--- config.mk ---
export PLATFORM = sky130hd
export DESIGN_NAME = fifo_drain
export DESIGN_NICKNAME = d
export VERILOG_FILES = /design/src/rtl/fifo_drain.sv
export SDC_FILE = /design/constraint.sdc
export NUM_CORES = 1
export LEC_CHECK = 0
export CAP_MARGIN = 20
export CORE_AREA = 2 2 94 51
export CTS_BUF_LIST = sky130_fd_sc_hd__clkbuf_8
export CTS_CLUSTER_DIAMETER = 40
export CTS_CLUSTER_SIZE = 14
export DETAILED_ROUTE_END_ITERATION = 8
export DIE_AREA = 0 0 96 53
export DONT_BUFFER_PORTS = 1
export GPL_ROUTABILITY_DRIVEN = 0
export PLACE_DENSITY = 0.55
export SYNTH_ARGS = -nofsm -noshare
export SYNTH_HDL_FRONTEND = slang
export SYNTH_SLANG_ARGS = --single-unit
--- constraint.sdc ---
create_clock -name clk -period 3.3 [get_ports clk]
set_clock_uncertainty 0.05 [all_clocks]
set_input_delay 0.825 -clock clk [delete_from_list [all_inputs] [get_ports clk]]
set_output_delay 0.825 -clock clk [all_outputs]
set_load 0.005 [all_outputs]
--- src/rtl/fifo_drain.sv ---
// fifo_drain: pops a requested burst of words from a show-ahead FIFO onto a valid/ready stream.
// Define FIFO_DRAIN_CNT_EN to add rd_count, a 16-bit wrapping count of FIFO pops.
module fifo_drain #(
  parameter int DW = 32,
  parameter int LW = 6
) (
  input  logic          clk,
  input  logic          rst_n,
  input  logic [DW-1:0] fifo_data,
  input  logic          fifo_empty,
  output logic          fifo_rd_en,
  input  logic          start,
  input  logic [LW-1:0] burst_len,
  output logic [DW-1:0] m_data,
  output logic          m_valid,
  input  logic          m_ready,
  output logic          busy,
  output logic          done
`ifdef FIFO_DRAIN_CNT_EN
  ,
  output logic [15:0]   rd_count
`endif
);

  localparam int MAX_BURST = 32;

  typedef enum logic [1:0] {IDLE, ACTIVE, FINISH} state_t;

  state_t        state_q;
  logic [LW-1:0] remaining_q;
  logic [DW-1:0] m_data_q;
  logic          m_valid_q;
  logic          busy_q;
  logic          done_q;
  logic          len_ok;

  assign len_ok = (burst_len != '0) && (32'(burst_len) <= 32'(MAX_BURST));

  // A pop is allowed whenever the output slot is empty or being drained this cycle.
  assign fifo_rd_en = (state_q == ACTIVE) && (remaining_q != '0) && !fifo_empty &&
                      (!m_valid_q || m_ready);

  always_ff @(posedge clk or negedge rst_n) begin
    if (!rst_n) begin
      state_q     <= IDLE;
      remaining_q <= '0;
      m_data_q    <= '0;
      m_valid_q   <= 1'b0;
      busy_q      <= 1'b0;
      done_q      <= 1'b0;
    end else begin
      done_q <= 1'b0;

      if (fifo_rd_en) begin
        m_data_q  <= fifo_data;
        m_valid_q <= 1'b1;
      end else if (m_valid_q && m_ready) begin
        m_valid_q <= 1'b0;
      end

      case (state_q)
        IDLE: begin
          if (start && len_ok) begin
            remaining_q <= burst_len;
            state_q     <= ACTIVE;
            busy_q      <= 1'b1;
          end
        end
        ACTIVE: begin
          if (fifo_rd_en) begin
            remaining_q <= remaining_q - LW'(1);
          end else if ((remaining_q == '0) && (!m_valid_q || m_ready)) begin
            // Last word has left (or is leaving) the output register.
            state_q <= FINISH;
            done_q  <= 1'b1;
          end
        end
        FINISH: begin
          state_q <= IDLE;
          busy_q  <= 1'b0;
        end
        default: begin
          state_q <= IDLE;
          busy_q  <= 1'b0;
        end
      endcase
    end
  end

  assign m_data  = m_data_q;
  assign m_valid = m_valid_q;
  assign busy    = busy_q;
  assign done    = done_q;

`ifdef FIFO_DRAIN_CNT_EN
  logic [15:0] rd_count_q;
  logic [15:0] rd_count_d;

  assign rd_count_d = fifo_rd_en ? rd_count_q + 16'd1 : rd_count_q;

  always_ff @(posedge clk or negedge rst_n) begin
    if (!rst_n) begin
      rd_count_q <= '0;
    end else begin
      rd_count_q <= rd_count_d;
    end
  end

  assign rd_count = rd_count_q;
`endif

endmodule

* Word-level counts from Yosys, hierarchy flattened
Index checks and enable logic that the tools add are counted.
** Word-level totals
- Input bits :: 43
- Output and inout port bits :: 36
- Bits in registers :: 43
** Cells by class
- Mux-type cells :: 14
- Reduce and logical (&&, ||, !) cells :: 19
- Eq/ne operators :: 5
- $add $sub $neg :: 1
- Magnitude comparators :: 1
- Bitwise operators :: 1
** Operators by type and width (number)
- 2-to-1 mux 6 bit :: 2
- case mux 6 bit (2 select lines) :: 1
- nonzero test 6 bit :: 2
- logical AND 1 bit :: 7
- <= comparator 6 bit, second input constant :: 1
- logical NOT 6 bit :: 1
- 2-to-1 mux 1 bit :: 6
- 2-to-1 mux 2 bit :: 3
- != test 2 bit, second input constant :: 3
- AND reduction 3 bit :: 2
- subtractor 6 x 1 -> 6 bit, second input constant :: 1
- case mux 2 bit (2 select lines) :: 1
- nonzero test 2 bit :: 2
- == test 2 x 1 -> 1 bit, second input constant :: 1
- logical NOT 1 bit :: 2
- logical NOT 2 bit :: 1
- != test 2 x 1 -> 1 bit, second input constant :: 1
- case mux 1 bit (2 select lines) :: 1
- AND reduction 2 bit :: 1
- logical OR 1 bit :: 1
- NOT 1 bit :: 1

* Depth between registers and ports, before layout
- Depth after elaboration :: 6
- Gate-level depth with buffers :: 8

* Worst setup path before layout
Ideal clock, no wire load.
- Path type :: in2out
- Start point :: input m_ready
- End point :: output fifo_rd_en
- Slack :: 0.766 ns
- Buffers on the path :: 1
- Arrival time :: 1.659 ns
- Required time :: 2.425 ns
- Stages :: 4
- Cell sequence :: nor2b_1 -> a2111o_1 -> inv_1 -> buf_1
** On the way
- Word-level cells in the longest chain between the ends :: 2
** Ends and longest elaborated chain
- from (decl) :: RTL line 16 : input logic m_ready,
- logical OR 1 bit :: RTL line 41 : (!m_valid_q || m_ready);
- logical AND 1 bit :: RTL line 40 : assign fifo_rd_en = (state_q == ACTIVE) && (remaining_q != '0) && !fifo_empty &&
- to (decl) :: RTL line 11 : output logic fifo_rd_en,
No other way between the ends.

* Worst setup path in the final report
- Start point :: register state_q[1]
- End point :: output fifo_rd_en
** On the way
- Word-level cells in the longest chain between the ends :: 4
** Ends and longest elaborated chain
- from (decl) :: RTL line 29 : state_t state_q;
- from (signal assigned) :: RTL line 45 : state_q <= IDLE;
- from (signal assigned) :: RTL line 65 : state_q <= ACTIVE;
- from (signal assigned) :: RTL line 74 : state_q <= FINISH;
- == test 2 x 1 -> 1 bit :: RTL line 40
- logical AND 1 bit (3 in series) :: RTL line 40
No other way between the ends.

==> summary.md <==
| Metric | Value |
|---|---|
| Fin area | 0.001973 sq mm |
| Total Routing Usage GR | 0.1668 |
| Synth cell types | 32 |
| Final Setup Violations | 0 |
| R2R Path Start | state_q[1]$_DFFE_PN0P_ |
| R2R Path End | remaining_q[2]$_DFFE_PN0P_ |
| Worst Setup EP | fifo_rd_en |
| Post-CTS Setup Bufs | 0 |
| I/O pin count | 79 |
| Die Width | 96 microns |
| Num CTS Buffers | 5 |
| Status | finished clean |
| Async S/R FF share, synth | 1.000 |
| First-pass GRT wire length | 6299 microns |
| VDD IR max | 0.2969 mV |
| Metal2 WL | 1776 microns |
| Die height | 53 microns |
| DRT met1 WL | 1793 microns |
| Seq/Total Area, Yosys | 0.5846 |
| Die area | 0.005088 sq mm |
| Initial antenna violation count | 0 |
| Power Dens Cells | 866.5 mW/mm^2 |
| DR top layer | met4 |
| DRT iter0 DRCs | 83 |
| Worst Tran Pin Value | 543.4 ps |
| Yosys reg bits | 43 |
| Average vias per placed instance | 5.397 |
| Setup_tns | 0 ps |
| Leak | 0.001004 uW |
| Period utilisation layout | 0.7925 |
| R2R cell count | 5 |
| Hold Buf Count CTS | 0 |
| Max_cap viols | 0 |
| Post-Syn Nets | 250 |
| Cell Rows | 17 |
| Synthesized area per cell | 8.978 sq um |
| Hold/Removal Path Class | primary input to async pin |
| Setup CP Type | flop to output port |
| Initial core utilization | 0.4348 |
| Area after detailed placement | 0.001886 sq mm |
| DR vias | 1414 |
| Final wirelength | 4002 microns |
| Metal3 WL | 401 microns |
| Post-layout min period | 2615 ps |
| Tot Pwr | 1710 uW |
| Synthesis-to-layout area growth | 7.206% |
| Warnings from Yosys | 0 |
| Crit path from | state_q[1]$_DFFE_PN0P_ |
| Residual DRC count | 0 |
| Congestion Overflow GR | 0 |
| ANT nets after route | 0 |
| Port bufs | 0 |
| CP Data Required Time | 2420 ps |
| Critical-path maximum fanout | 15 |
| Startpoint types | flop |
| Synth Flop Type | dfrtp_1 |
| Reg2Reg Setup Slack | 1010 ps |
| Worst path arrival time | 1740 ps |
| Largest net degree at the start of global routing | 44 |
| Detailed-route wire length per cell | 15.27 microns |
| DRT Pass-1 Iters | 4 |
| Final hold vios | 0 |
| Slowest CP cell | a2111o_1 |
| Final HPWL from detailed placement | 2999 microns |
| Vias in the first global route | 1390 |
| Clock-pin slew on the worst setup and hold paths | 80 ps |
| N_diodes | 0 |
| Maximum buffer depth of the clock tree | 2 |
| Maximum clock rate | 0.3824 GHz |
| Worst setup EP type | output port |
| Share of post-route cells with drive strength above 1 | 0.05854 |
| Core area | 0.004233 sq mm |
| Post-synth EDFFs | 0 |
| CTS tree | done |
| Max_slew headroom | 0.6377 |
| Most common cell after layout, fill and taps aside | nand2_1 |
| Slowest stage delay, CP | 510 ps |
| Nets | 250 |
| Placed insts | 255 |
| Finished Layout Cells | 262 |
| Clk_lat worst skew | 280 ps |
| RSZ-0062 raised after global routing | false |
| Post-Syn Instances | 205 |
| PostCTS Resize Cnt | 0 |
| Crit-path cells | nand2b_1, a2111o_1, inv_1 |
| Slew Limit Fails | 0 |
| TritonCTS Sinks | 43 |
| H-tree lvl count | 2 |
| Synth Cell Area | 0.001841 sq mm |
| Fill cell count | 403 |
| Root buffer cell | clkbuf_8 |
| Commonest non-fill, non-tap cells in the layout | 103 x nand2_1, 43 x dfrtp_1, 6 x nor2_1, 6 x clkbuf_8, 5 x nand3_1 |
power breakdown:
part	switching [uW]	internal [uW]
Combinational	291	173
Clock	164	164
Sequential	177	740
Total	632	1080
kinds of logic (layout without fill, tap and decap cells):
logic type                 after synthesis  after routing  share of synthesized area
adders and majority gates                2              2                    0.01359
buffers and inverters                   12             12                    0.02855
and+or+nand+nor                        129            129                     0.2937
DFF                                     43             43                     0.5846
AOI/OAI and AO/OA                       18             18                    0.07410
muxes                                    1              1                   0.005439
critical path, delay by kind of cell, from the launching register on:
family / cells / cell delay (ps)
flip-flops: 1 / 420
AND/OR/NAND/NOR: 1 / 400
buffers and inverters: 1 / 130
AO/OA/AOI/OAI: 1 / 510
metal layers:
| metal | vias up | global-route usage |
|---|---|---|
| met5 | - | 0 |
| met4 | 0 | 0.05714 |
| met3 | 4 | 0.05983 |
| met2 | 70 | 0.2593 |
| met1 | 681 | 0.2169 |
| li1 | 659 | - |
state kept, by name, summed over array words and instances, names as in the netlist:
signal	flops
done	1
busy	1
m_data	32
state_q	2
remaining_q	6
m_valid	1
layout make-up:
cell class	instances	area, sq um	share of cell area
sequential	43	1076	0.5453
clock inverter	1	5.005	0.002536
inverter	3	11.26	0.005707
clock buffer	6	82.58	0.04185
timing repair buffer	2	15.01	0.007609
multi-input combinational	150	711.9	0.3608
tap	57	71.32	0.03614
worst min-delay path by stage:
stage / slack, ps / start / endpoint
CTS: 160 / rst_n / remaining_q[4]$_DFFE_PN0P_
finish: 180 / rst_n / remaining_q[4]$_DFFE_PN0P_
detailed placement: 450 / m_data[2]$_DFFE_PN0P_ / m_data[2]$_DFFE_PN0P_
global route: 150 / rst_n / remaining_q[4]$_DFFE_PN0P_
global placement: 440 / m_data[2]$_DFFE_PN0P_ / m_data[2]$_DFFE_PN0P_
floorplan: 420 / m_data[0]$_DFFE_PN0P_ / m_data[0]$_DFFE_PN0P_
synthesized netlist by cell type (all sizes together), types with 3 or more instances:
library cell    n  area [sq um]
nand2         103         386.6
dfrtp          43          1076
buf             6         30.03
nor2            6         22.52
nand3           5         25.02
nor3            4         20.02
a21oi           3         15.01
clkbuf          3         11.26
inv             3         11.26
nor2b           3         18.77
o221ai          3         32.53
per-stage QoR:
step	setup slack [ps]	hold slack, ps	util
final	684.7	177.5	0.4662
after global placement	880.3	440.8	0.4455
after global routing	547.8	154.5	0.4662
after floorplan	765.9	419.7	-
after CTS	686.3	164.8	0.4662
after detailed placement	814.2	450.5	0.4455
Power figures use the tool's default switching activity.
